`src/rtl/tetris_drop_ctrl.sv`:
```
// tetris_drop_ctrl
//
// Vertical-motion controller for the falling piece. Merges a level-dependent
// gravity timer with single-cycle soft-drop pulses into move-down requests
// for the board (req/ack handshake). When the piece rests on the stack it
// runs the landing/lock sequence and issues a one-cycle lock request.
//
// Build option:
//   DROP_LOCK_DELAY_EN - when defined, a blocked trigger enters a LAND state
//                        that waits LOCK_CYCLES before locking (and can fall
//                        again if the floor disappears). When undefined, a
//                        blocked trigger locks immediately and LOCK_CYCLES is
//                        unused.
//
// Ports:
//   clk          system clock
//   reset        asynchronous, active-high reset
//   spawn_valid  one-cycle pulse: new piece placed (honoured only in IDLE)
//   level        game level, sampled on an accepted spawn
//   soft_drop    one-cycle pulse from the down-button stage
//   down_blocked piece cannot move down from its current position
//   pause        freezes counters and transitions (except REQ->FALL on ack)
//   move_ack     board accepted and applied a move-down
//   move_req     move-down request, held until acknowledged
//   lock_req     one-cycle pulse: lock the piece into the board
//   falling      high whenever the controller is not IDLE

module tetris_drop_ctrl #(
  parameter logic [24:0] GRAV_BASE   = 25'd25_000_000,
  parameter logic [24:0] GRAV_STEP   = 25'd2_000_000,
  parameter logic [24:0] GRAV_MIN    = 25'd2_000_000,
  parameter logic [24:0] LOCK_CYCLES = 25'd12_500_000
) (
  input  logic       clk,
  input  logic       reset,
  input  logic       spawn_valid,
  input  logic [3:0] level,
  input  logic       soft_drop,
  input  logic       down_blocked,
  input  logic       pause,
  input  logic       move_ack,
  output logic       move_req,
  output logic       lock_req,
  output logic       falling
);

  typedef enum logic [2:0] {
    StIdle = 3'd0,
    StFall = 3'd1,
    StReq  = 3'd2,
`ifdef DROP_LOCK_DELAY_EN
    StLand = 3'd3,
`endif
    StLock = 3'd4
  } state_e;

  state_e      state_q, state_d;
  logic [24:0] grav_cnt_q, grav_cnt_d;
  logic [24:0] period_q, period_d;
  logic [24:0] period_new;
  logic [28:0] grav_prod;
  logic        grav_trig;
  logic        move_req_q, lock_req_q, falling_q;

`ifdef DROP_LOCK_DELAY_EN
  logic [24:0] lock_cnt_q, lock_cnt_d;
`else
  logic        unused_lock_cycles;
  assign unused_lock_cycles = ^LOCK_CYCLES;
`endif

  // Full-width product so high levels saturate instead of wrapping.
  assign grav_prod = {25'd0, level} * {4'd0, GRAV_STEP};

  always_comb begin
    if (grav_prod >= {4'd0, GRAV_BASE - GRAV_MIN}) begin
      period_new = GRAV_MIN;
    end else begin
      period_new = GRAV_BASE - grav_prod[24:0];
    end
  end

  // Gravity expiry and soft drop collapse into a single trigger.
  assign grav_trig = (grav_cnt_q == period_q - 25'd1) || soft_drop;

  always_comb begin
    state_d    = state_q;
    grav_cnt_d = grav_cnt_q;
    period_d   = period_q;
`ifdef DROP_LOCK_DELAY_EN
    lock_cnt_d = lock_cnt_q;
`endif
    unique case (state_q)
      StIdle: begin
        if (spawn_valid && !pause) begin
          period_d   = period_new;
          grav_cnt_d = '0;
          state_d    = StFall;
        end
      end
      StFall: begin
        if (!pause) begin
          if (grav_trig) begin
            grav_cnt_d = '0;
            if (down_blocked) begin
`ifdef DROP_LOCK_DELAY_EN
              lock_cnt_d = '0;
              state_d    = StLand;
`else
              state_d    = StLock;
`endif
            end else begin
              state_d = StReq;
            end
          end else begin
            grav_cnt_d = grav_cnt_q + 25'd1;
          end
        end
      end
      StReq: begin
        // Ack is honoured even while paused; soft_drop is dropped here.
        grav_cnt_d = '0;
        if (move_ack) begin
          state_d = StFall;
        end
      end
`ifdef DROP_LOCK_DELAY_EN
      StLand: begin
        if (!pause) begin
          // Losing the floor beats a simultaneous soft drop.
          if (!down_blocked) begin
            grav_cnt_d = '0;
            state_d    = StFall;
          end else if ((lock_cnt_q == LOCK_CYCLES - 25'd1) || soft_drop) begin
            state_d = StLock;
          end else begin
            lock_cnt_d = lock_cnt_q + 25'd1;
          end
        end
      end
`endif
      StLock: begin
        if (!pause) begin
          state_d = StIdle;
        end
      end
      default: state_d = StIdle;
    endcase
  end

  always_ff @(posedge clk or posedge reset) begin
    if (reset) begin
      state_q    <= StIdle;
      grav_cnt_q <= '0;
      period_q   <= '0;
`ifdef DROP_LOCK_DELAY_EN
      lock_cnt_q <= '0;
`endif
      move_req_q <= 1'b0;
      lock_req_q <= 1'b0;
      falling_q  <= 1'b0;
    end else begin
      state_q    <= state_d;
      grav_cnt_q <= grav_cnt_d;
      period_q   <= period_d;
`ifdef DROP_LOCK_DELAY_EN
      lock_cnt_q <= lock_cnt_d;
`endif
      move_req_q <= (state_d == StReq);
      // Pulse on entry only, so a pause held in LOCK cannot stretch it.
      lock_req_q <= (state_d == StLock) && (state_q != StLock);
      falling_q  <= (state_d != StIdle);
    end
  end

  assign move_req = move_req_q;
  assign lock_req = lock_req_q;
  assign falling  = falling_q;

endmodule

```
`config.mk`:
```
export PLATFORM = sky130hd
export DESIGN_NAME = tetris_drop_ctrl
export DESIGN_NICKNAME = d
export VERILOG_FILES = /design/src/rtl/tetris_drop_ctrl.sv
export SDC_FILE = /design/constraint.sdc
export NUM_CORES = 1
export LEC_CHECK = 0
export ABC_AREA = 0
export BUFFER_PORTS_ARGS = -buffer_cell sky130_fd_sc_hd__buf_4
export CAP_MARGIN = 20
export CORE_UTILIZATION = 35
export DETAILED_ROUTE_END_ITERATION = 10
export PLACE_DENSITY_LB_ADDON = 0.25
export SLEW_MARGIN = 20
export SYNTH_ARGS = -nofsm -noshare
export SYNTH_HDL_FRONTEND = slang
export SYNTH_SLANG_ARGS = --single-unit
```
`constraint.sdc`:
```
create_clock -name clk -period 3.1 [get_ports clk]
set_input_delay 0.155 -clock clk [delete_from_list [all_inputs] [get_ports clk]]
set_output_delay 0.155 -clock clk [all_outputs]
set_load 0.02 [all_outputs]
```
==> results of run 1 <==
[sequential cells by signal (all words and copies together) (netlist names)]
register and flops:
state_q 3, lock_req 1, falling 1, period_q 19, grav_cnt_q 25, move_req 1
[worst paths after layout]
| kind | end | slack, ns | cells after the start |
|---|---|---|---|
| worst min-delay path | grav_cnt_q[3]$_DFFE_PP0P_ | -0.007 | 2 |
| worst max register to register | grav_cnt_q[20]$_DFFE_PP0P_ | 0.21 | 9 |
| max in group asynchronous | period_q[24]$_DFFE_PP0P_ | 2.58 | 2 |
| worst max-delay path | grav_cnt_q[20]$_DFFE_PP0P_ | 0.21 | 9 |
| worst min register to register | grav_cnt_q[5]$_DFFE_PP0P_ | 0.51 | 1 |
| min in group clk | state_q[1]$_DFF_PP0_ | 0.06 | 2 |
[cell families (layout without fill, tap and decap cells)]
family / Yosys count / after routing / synth area share
AND/OR/NAND/NOR: 172 / 172 / 0.2517
AO/OA/AOI/OAI: 73 / 73 / 0.1275
XOR/XNOR: 58 / 58 / 0.1331
flip-flops: 50 / 50 / 0.3278
buffers and inverters: 46 / 68 / 0.04818
adder cells (fa/ha/maj): 27 / 27 / 0.09833
multiplexers: 5 / 5 / 0.01344
[per-stage QoR]
step | hold WS [ns] | power, mW | util | setup slack (ns) | setup TNS [ns]
global placement | 0.3708 | 2.197 | 0.4016 | 0.05529 | 0
CTS | 0.04530 | 2.712 | 0.4123 | 0.1297 | 0
detailed placement | 0.3749 | 2.228 | 0.4016 | -0.01431 | -0.08544
global route | 0.05883 | 2.910 | 0.4145 | 0.03755 | 0
floorplan | 0.2661 | 1.870 | - | 0.01211 | 0
finish | -0.007330 | 2.715 | 0.4145 | 0.2066 | 0
[metal layers]
metal  GRT usage  vias to the layer above  wire length (um)
met4     0.06360                        0               199
li1            -                     1552                 -
met1      0.2059                     1441              4103
met3     0.02207                       14               175
met2      0.2611                       44              3864
met5           0                        -                 0
[cell usage after synthesis, types with 3 or more instances]
library cell,n
a31oi_1,4
o21ai_0,12
a21o_1,5
nor3_1,10
nor4b_1,6
inv_1,27
and4_1,3
nor3b_1,5
nor2_1,45
o22ai_1,4
nor2b_1,8
nand4_1,7
a22o_1,11
or3_1,4
nand3b_1,3
buf_2,3
ha_1,22
fa_1,5
dfrtp_1,50
a21oi_1,19
nand3_1,13
and3_1,7
nand2b_1,6
nand2_1,33
clkbuf_1,14
xor2_1,23
nor4_1,8
xnor2_1,35
mux2i_1,4
[where the power goes]
part	total, mW	internal, mW	switching (mW)
combinational	1.19	0.574	0.616
clock	0.479	0.259	0.220
sequential	1.05	0.794	0.252
total	2.72	1.63	1.09
[cell usage in the layout, fill, tap and decap left out, types with 13 or more instances in the layout]
master / count
xor2_1: 23
ha_1: 21
nand2_1: 33
a21oi_1: 18
xnor2_1: 35
nor2_1: 45
dfrtp_1: 50
inv_1: 26
nand3_1: 13
buf_4: 32
[timing repair]
| item | 4_1_cts | 5_1_grt |
|---|---|---|
| hold buffers | 0 | 0 |
| setup endpoints to repair | 0 | 27 |
| setup buffers | 0 | 0 |
| gates resized for setup | 0 | 4 |
| hold endpoints to repair | 0 | 0 |
[cell type report]
class                   count  area (sq um)  share of cell area
clock buffers               6         82.58             0.01904
clock inverters             1         30.03            0.006924
inverters                  27         102.6             0.02366
multi-input cells         335          2420              0.5580
flip-flops and latches     50          1251              0.2885
well taps                 136         170.2             0.03924
repair buffers             34         280.3             0.06463
[critical path, cell delays in order, from the launching register on]
cell and delay [ns]:
dfrtp_1 0.49, or4_1 0.74, nor4_4 0.20, xnor2_1 0.09
or4_4 0.43, nor4_4 0.18, nand4_2 0.16, a21oi_2 0.23
buf_4 0.19, nor2_1 0.06
==> summary.txt, run 1 <==
Floorplan
  • DIE AREA: 11,330 sq um
  • Row count: 37
  • Chip height: 106.4 um
  • Core area: approximately 10,000 sq um
  • Num ports: 14
  • Initial Util: 0.3649
  • Die width: around 110 um

Power
  • Pwr/cell area: 626.1 nW/um^2
  • Max VDD drop: 306.8 uV
  • Leakage: 1.859 nW

Finish
  • Area growth syn-to-layout: 13.60%
  • Nets: 491
  • Fraction of layout cells with a size suffix above 1: 0.1302
  • Final Instance Area: 4337 sq um
  • Finished Layout Cells: 589
  • Fillers: roughly 1.1k
  • # diodes: 0

Synthesis
  • Synth top area cells: dfrtp_1 (33%), xnor2_1 (8.0%), ha_1 (7.2%), xor2_1 (5.3%), nor2_1 (4.4%)
  • Yosys cell types: 56
  • Post-synthesis register bit count: 50
  • Top cell type's share of synthesized area: 0.3278
  • Post-Syn Nets: 469
  • EDFF count, synth: 0
  • Syn avg cell area: 8.857 sq um
  • Seq/Total Area, Yosys: 0.3278
  • Top FF cell, synth: dfrtp_1
  • Mapped cell area: 3817 sq um
  • Synth Warn #: 0
  • Synth area leader: dfrtp_1
  • Synth async-reset ratio: 1.000
  • Post-Syn Instances: 431

STA
  • Setup Skew: 0.01238 ns
  • Final setup viols: 0
  • Slew HR: 0.2935
  • Peak Freq: 345.6 MHz
  • Final Hold Viols: 4
  • Fin. max-slew vios: 0
  • Tightest Pin Transition: 1.050 ns
  • Min cycle time layout: 2.893 ns
  • Final period util: 0.9334
  • Hold WS: -0.007330 ns
  • RSZ-0062 raised after global routing: false

Worst setup path
  • WP data required: 3.30 ns
  • Crit. End Element: register
  • Worst path arrival time: about 3.1 ns
  • RR Startpoint: period_q[8]$_DFFE_PP0P_
  • CP startpoint: period_q[8]$_DFFE_PP0P_
  • CP max FO: 8
  • Setup CP Type: reg2reg
  • CP startpoint kind: register

Routing
  • Routed len/inst: 14.16 um
  • 1st-iter DRT viols: 153
  • WL final: roughly 8.3 mm
  • Vias: 3,051
  • DR DRC count: 0
  • Pre-Repair DR Iteration Count: 4
  • Post-route ant nets: 0
  • Vias per inst: 5.180

Clock tree
  • TritonCTS Sinks: 50
  • Clk_lat worst skew: 0.31 ns
  • H-tree depth: 2
  • Clock transition at path regs: approximately 0.10 ns
  • Num CTS Buffers: 5
  • Max Buffers Root-to-Sink: 2
  • CTS tree: done
  • Root Buffer: clkbuf_8

GRT
  • Largest net degree at the start of global routing: 51
  • Initial antenna violation count: 0
  • First-pass GRT wire length: 14.46 mm
  • Overall Global Routing Usage: 0.1576
  • Vias in the first global route: 2,999
  • GR Overflow Total: 0

Placement
  • IO buf count: 13
  • DP Cell Count: between 500 and 600
  • Detail Placement HPWL: 6.348 mm
  • Routability cong.: 0.8365
  • Post-placement cell area: 4202 sq um

Status
  • Status: finished with violations
  • Failing checks: negative hold slack

Min path
  • Min-Delay Path Class: in2async

Job
  • Max Cap Viol: 0
No activity file was read; power rests on OpenSTA's default activity.
==> run 2: changes to the inputs <==
BUFFER_PORTS_ARGS = not set   (was -buffer_cell sky130_fd_sc_hd__buf_4)
DONT_BUFFER_PORTS = 1   (was not set)
PLACE_DENSITY = 0.47   (was not set)
PLACE_DENSITY_LB_ADDON = not set   (was 0.25)
==> run 2 against run 1 <==
Against the previous run: the flow now finishes without violations; first-iteration DRC count increased by 3.9%; critical path type unchanged; largest power group unchanged; combinational power hardly changed; worst hold slack gained 0.051 ns; clock skew is 0.0062 ns lower; final cell count is 1.7% lower; maximum frequency rose by 0.38%; clock power decreased by 22%; setup slack gained 0.011 ns; highest routed layer unchanged; cell area shrank 2.3%; count of clock-buffer cells in the layout increased by 1; routed wire length increased by 6.7%.
==> summary.txt, run 2 (synthesis results as in run 1) <==
Worst setup path
  • Worst R2R End: grav_cnt_q[6]$_DFFE_PP0P_
  • CP startpoint: period_q[8]$_DFFE_PP0P_
  • CP startpoint kind: register
  • Setup CP Type: reg2reg
  • Crit. End Element: register
  • R2R setup slack: 0.22 ns (about the same)
  • Worst path arrival time: 3.06 ns (-0.03 ns)
  • Crit path to: grav_cnt_q[6]$_DFFE_PP0P_
  • CP max FO: 19 (+11)
  • WP data required: 3.28 ns (-0.02 ns)
  • Reg2reg path depth: 9 (unchanged)
  • RR Startpoint: period_q[8]$_DFFE_PP0P_

STA
  • Tightest Pin Transition: 0.6337 ns (-0.4163 ns)
  • Peak Freq: 346.9 MHz (+0.38%)
  • Final setup viols: 0 (unchanged)
  • Final Hold Viols: 0 (-4)
  • Final period util: 0.9299 (-0.003503)
  • Fin. max-slew vios: 0 (unchanged)
  • Final worst setup slack: 0.2175 ns (+0.01086 ns)
  • Total negative slack: 0 ns (unchanged)
  • Setup Skew: 0.006204 ns (-0.006178 ns)
  • Slew HR: 0.5765 (+0.2830)
  • Min cycle time layout: 2.883 ns (-0.01086 ns)
  • RSZ-0062 raised after global routing: false

Finish
  • Fillers: 1,069 (+1.3%)
  • Nets: 481 (-2.0%)
  • Max FFs per register: 25 (unchanged)
  • Finished Layout Cells: 579 (-1.7%)
  • Most frequent cells in the layout: dfrtp_1 (50), nor2_1 (45), xnor2_1 (35)
  • Commonest non-fill, non-tap cell in the layout: dfrtp_1
  • Area growth syn-to-layout: 11.01%
  • # diodes: 0 (unchanged)
  • Reg with most FFs: grav_cnt_q
  • Area occupied by multi-input gates: 2426 sq um (+0.26%)
  • Layout Utilization: 0.4050 (-0.009447)
  • Register Area: 1251 sq um (unchanged)
  • Largest registers: grav_cnt_q: 25 flops, period_q: 19 flops, state_q: 3 flops
  • Fraction of layout cells with a size suffix above 1: 0.1016 (-0.02866)

Placement
  • DP Worst Slack: 0.03934 ns (+0.05364 ns)
  • IO buf count: 0 (-13)
  • Routability cong.: 0.7791 (-6.9%)
  • Detail Placement HPWL: 6.869 mm (+8.2%)
  • DP Cell Count: 569 (-2.2%)

Floorplan
  • Initial Util: 0.3649 (unchanged)
  • DIE AREA: 11,330 sq um (unchanged)
  • Chip height: 106.4 um (unchanged)
  • Core area: 10,460 sq um (unchanged)
  • Num ports: 14 (unchanged)
  • Die width: 106.4 um (unchanged)
  • Row count: 37 (unchanged)

GRT
  • Largest net degree at the start of global routing: 30 (-41%)
  • Initial antenna violation count: 0 (unchanged)
  • Overall Global Routing Usage: 0.1693 (+0.01173)
  • First-pass GRT wire length: 15.10 mm (+4.4%)
  • Vias in the first global route: 2,950 (-1.6%)
  • GR Overflow Total: 0 (unchanged)

Routing
  • Vias per inst: 5.271 (+1.8%)
  • 1st-iter DRT viols: 159 (+3.9%)
  • Vias: 3,052 (+0.033%)
  • DR DRC count: 0 (unchanged)
  • WL final: 8.898 mm (+6.7%)
  • Post-route ant nets: 0 (unchanged)
  • Routed len/inst: 15.37 um (+8.5%)
  • Pre-Repair DR Iteration Count: 4 (unchanged)

Clock tree
  • Number of post-CTS setup repair buffers: 0 (unchanged)
  • CTS tree: done
  • H-tree depth: 2 (unchanged)
  • Clk_lat worst skew: 0.31 ns (about the same)
  • Max Buffers Root-to-Sink: 2 (unchanged)
  • Num CTS Buffers: 5 (unchanged)
  • Clock transition at path regs: 0.09 ns (about the same)
  • Root Buffer: clkbuf_8
  • TritonCTS Sinks: 50 (unchanged)

Power
  • Leakage: 1.793 nW (-3.5%)
  • Max VDD drop: 166.3 uV (-46%)
  • Design Power: 2.596 mW (-4.4%)
  • Pwr/cell area: 612.6 nW/um^2 (-2.2%)

Job
  • Max Cap Viol: 0 (unchanged)

Min path
  • Min-Delay Path Class: in2reg

Status
  • Status: finished clean
==> run 2: how the worst min path moves through the flow <==
stage                   from  cells after the start                        end  slack [ns]
finish              level[0]                      2   period_q[15]$_DFFE_PP0P_        0.04
global route        level[0]                      2   period_q[15]$_DFFE_PP0P_        0.04
CTS                 level[0]                      2   period_q[15]$_DFFE_PP0P_        0.04
detailed placement     reset                      1  grav_cnt_q[1]$_DFFE_PP0P_        0.10
global placement    move_ack                      1       state_q[1]$_DFF_PP0_        0.27
floorplan           move_ack                      1         move_req$_DFF_PP0_        0.27
==> run 2: where the power goes <==
group | switching, mW | leakage [nW] | total [mW] | internal [mW]
Sequential | 0.220 | 0.652 | 1.01 | 0.795
Clock | 0.216 | 0.0383 | 0.372 | 0.156
Combinational | 0.646 | 1.10 | 1.21 | 0.563
==> run 2: final cells by class <==
type	count	share of cell area
clock buffers	7	0.01801
flip-flops and latches	50	0.2952
repair buffers	24	0.05019
inverters	27	0.02391
well taps	136	0.04015
multi-input cells	335	0.5725
==> run 2: worst max-delay path, cell delays in order (launching register included) <==
cell	delay (ns)
dfrtp_1	0.49
or4_1	0.72
nor4_4	0.20
xnor2_1	0.09
or4_4	0.43
nor4_4	0.19
nand4_2	0.16
a21oi_2	0.23
buf_12	0.18
nor4_1	0.07
==> run 2: layer usage <==
metal | GRT usage | part of all wire
met5 | 0 | 0
met2 | 0.2853 | 0.47
met3 | 0.03188 | 0.024
met1 | 0.2197 | 0.49
met4 | 0.04990 | 0.011
==> run 2: repair_timing <==
action,4_1_cts,5_1_grt
hold buffers,3,0
hold endpoints to repair,24,0
setup endpoints to repair,0,28
gates resized for setup,0,5
==> run 2: metrics by stage <==
step	hold WS (ns)	cell area (sq um)
2_1_floorplan	0.2661	3844
3_3_place_gp	0.2747	4084
3_5_place_dp	0.1037	4104
4_1_cts	0.03734	4210
5_1_grt	0.04317	4238
6_report	0.04413	4238
==> run 3: changes to the inputs <==
GPL_TIMING_DRIVEN = 0   (was not set)
==> run 3 against run 2 <==
Against the previous run: routed wire length down 0.65%; setup slack worse by 0.051 ns; clock power up 9.4%; via count up 0.26%; die area unchanged; sequential power about the same; non-clock buffer count up 7; utilization up 0.74 points; flip-flop and latch count unchanged; combinational power up 7%; count of clock-buffer cells in the layout unchanged; maximum frequency down 1.7%; critical endpoint is now grav_cnt_q[11]$_DFFE_PP0P_.
==> summary.txt, run 3 (synthesis results as in run 1) <==
Routing
  • WL final: 8.840 mm (-0.65%)
  • 1st-iter DRT viols: 207 (+30%)
  • Routed len/inst: 15.06 um (-2.0%)
  • Vias per inst: 5.213 (-1.1%)
  • Post-route ant nets: 0 (unchanged)
  • Pre-Repair DR Iteration Count: 4 (unchanged)
  • Vias: 3,060 (+0.26%)
  • DR DRC count: 0 (unchanged)

Finish
  • Largest registers: grav_cnt_q: 25 flops, period_q: 19 flops, state_q: 3 flops
  • Reg with most FFs: grav_cnt_q
  • Area growth syn-to-layout: 13.04%
  • Commonest non-fill, non-tap cell in the layout: dfrtp_1
  • Fillers: 1,070 (+0.094%)
  • Nets: 488 (+1.5%)
  • Most frequent cells in the layout: dfrtp_1 (49), nor2_1 (45), xnor2_1 (35)
  • # diodes: 0 (unchanged)
  • Fraction of layout cells with a size suffix above 1: 0.1042 (+0.002633)
  • Max FFs per register: 25 (unchanged)

GRT
  • GR Overflow Total: 0 (unchanged)
  • Initial antenna violation count: 0 (unchanged)
  • Vias in the first global route: 2,984 (+1.2%)
  • Largest net degree at the start of global routing: 51 (+70%)
  • Overall Global Routing Usage: 0.1662 (-0.003099)
  • First-pass GRT wire length: 14.95 mm (-0.96%)

Placement
  • DP Worst Slack: -0.4584 ns (-0.4977 ns)
  • Routability cong.: 0.8029 (+3.1%)
  • IO buf count: 0 (unchanged)
  • Detail Placement HPWL: 6.700 mm (-2.5%)

Power
  • Pwr/cell area: 621.9 nW/um^2 (+1.5%)
  • Seq pwr share: 0.366 (-0.025)
  • Max VDD drop: 241.6 uV (+45%)
  • Leakage: 1.780 nW (-0.71%)
  • Internal power: 1.555 mW (+2.7%)
  • Switching power: 1.129 mW (+4.3%)
  • Combinational share of power: 0.483 (+0.017)
  • Clock share of power: 0.152 (+0.009)
  • Switching Share: 0.4206 (+0.003684)

STA
  • Final worst setup slack: 0.1661 ns (-0.05133 ns)
  • Final Hold Viols: 0 (unchanged)
  • Final setup viols: 0 (unchanged)
  • Hold WS: 0.05908 ns (+0.01496 ns)
  • Setup Skew: 0.01531 ns (+0.009108 ns)
  • Min cycle time layout: 2.934 ns (+0.05133 ns)
  • Tightest Pin Transition: 0.8538 ns (+0.2200 ns)
  • Peak Freq: 340.8 MHz (-1.7%)
  • Fin. max-slew vios: 0 (unchanged)
  • Slew HR: 0.4256 (-0.1509)
  • Final period util: 0.9464 (+0.01656)

Worst setup path
  • Reg2reg path depth: 11 (+2)
  • Worst R2R End: grav_cnt_q[11]$_DFFE_PP0P_
  • WP data required: 3.30 ns (+0.02 ns)
  • CP max FO: 8 (-11)
  • R2R setup slack: 0.17 ns (-0.05 ns)
  • CP startpoint kind: register
  • Setup CP Type: reg2reg
  • RR Startpoint: period_q[8]$_DFFE_PP0P_
  • Crit. End Element: register
  • Worst path arrival time: 3.14 ns (+0.08 ns)

Clock tree
  • Root Buffer: clkbuf_8
  • Max Buffers Root-to-Sink: 2 (unchanged)
  • Num CTS Buffers: 5 (unchanged)
  • TritonCTS Sinks: 50 (unchanged)
  • Clk_lat worst skew: 0.31 ns (about the same)
  • H-tree depth: 2 (unchanged)
  • CTS tree: done
  • Clock transition at path regs: 0.09 ns (about the same)

Floorplan
  • Chip height: 106.4 um (unchanged)
  • Die width: 106.4 um (unchanged)
  • Num ports: 14 (unchanged)
  • Core area: 10,460 sq um (unchanged)
  • Initial Util: 0.3649 (unchanged)
  • Row count: 37 (unchanged)
  • DIE AREA: 11,330 sq um (unchanged)

Status
  • Status: finished clean

Job
  • Max Cap Viol: 0 (unchanged)

Min path
  • Min-Delay Path Class: in2reg
  • Worst hold endpoint: period_q[15]$_DFFE_PP0P_
  • Hold Startpoint: level[0]
  • WHS Path Cells: 2 (unchanged)
[run 3: how the worst max path moves through the flow]
stage	start	slack, ns	endpoint
finish	period_q[8]$_DFFE_PP0P_	0.17	grav_cnt_q[11]$_DFFE_PP0P_
global route	period_q[8]$_DFFE_PP0P_	-0.0007	grav_cnt_q[6]$_DFFE_PP0P_
CTS	period_q[6]$_DFFE_PP0P_	0.009	grav_cnt_q[6]$_DFFE_PP0P_
detailed placement	level[1]	-0.46	period_q[10]$_DFFE_PP0P_
global placement	level[1]	-0.39	period_q[7]$_DFFE_PP0P_
floorplan	level[1]	0.01	period_q[10]$_DFFE_PP0P_
[run 3: per-layer routing]
layer | track usage | vias to the layer above | share of wire
met3 | 0.03004 | 7 | 0.027
li1 | - | 1554 | -
met2 | 0.2839 | 34 | 0.49
met4 | 0.04697 | 0 | 0.015
met5 | 0 | - | 0
met1 | 0.2140 | 1465 | 0.47
[run 3: final cells by class]
cell class	instances	area, sq um	share of cell area
multi-input combinational	335	2485	0.5758
buffer	19	111.4	0.02580
tap	136	170.2	0.03943
timing repair buffer	12	101.3	0.02349
clock inverter	1	5.005	0.001160
sequential	50	1252	0.2902
clock buffer	7	86.33	0.02001
inverter	27	103.9	0.02407
[run 3: repair_timing]
| action | 4_1_cts | 5_1_grt |
|---|---|---|
| endpoints found under the hold margin | 53 | 0 |
| cloned | 1 | 1 |
| hold buffers | 3 | 0 |
| setup endpoints to repair | 31 | 38 |
| buffers inserted | 3 | 4 |
| gates resized for setup | 14 | 13 |
| pin swaps | 4 | 4 |
[run 3: power groups by stage]
stage / clock network (mW) / logic (mW) / registers, mW
floorplan: 0 / 0.924 / 0.946
global placement: 0 / 1.12 / 0.992
CTS: 0.426 / 1.24 / 0.973
global route: 0.447 / 1.45 / 1.01
finish: 0.407 / 1.30 / 0.981
detailed placement: 0 / 1.14 / 0.999
[run 3: worst max-delay path: stages (launching register included)]
cell     delay (ns)
dfrtp_1        0.37
buf_4          0.17
or4_1          0.53
buf_4          0.18
nor4_4         0.14
xnor2_1        0.10
or4_4          0.43
nor4_4         0.24
nand4_4        0.16
a21oi_4        0.27
buf_4          0.19
nor2_1         0.05
[run 3: per-stage QoR]
stage	TNS, ns	power (mW)	utilization	instance area (sq um)	cells
5_1_grt	-0.001337	2.906	0.4125	4315	587
6_report	0	2.684	0.4125	4315	587
2_1_floorplan	0	1.870	-	3844	431
3_5_place_dp	-9.841	2.136	0.3845	4023	567
3_3_place_gp	-6.470	2.113	0.3836	4014	567
4_1_cts	0	2.640	0.4053	4240	582
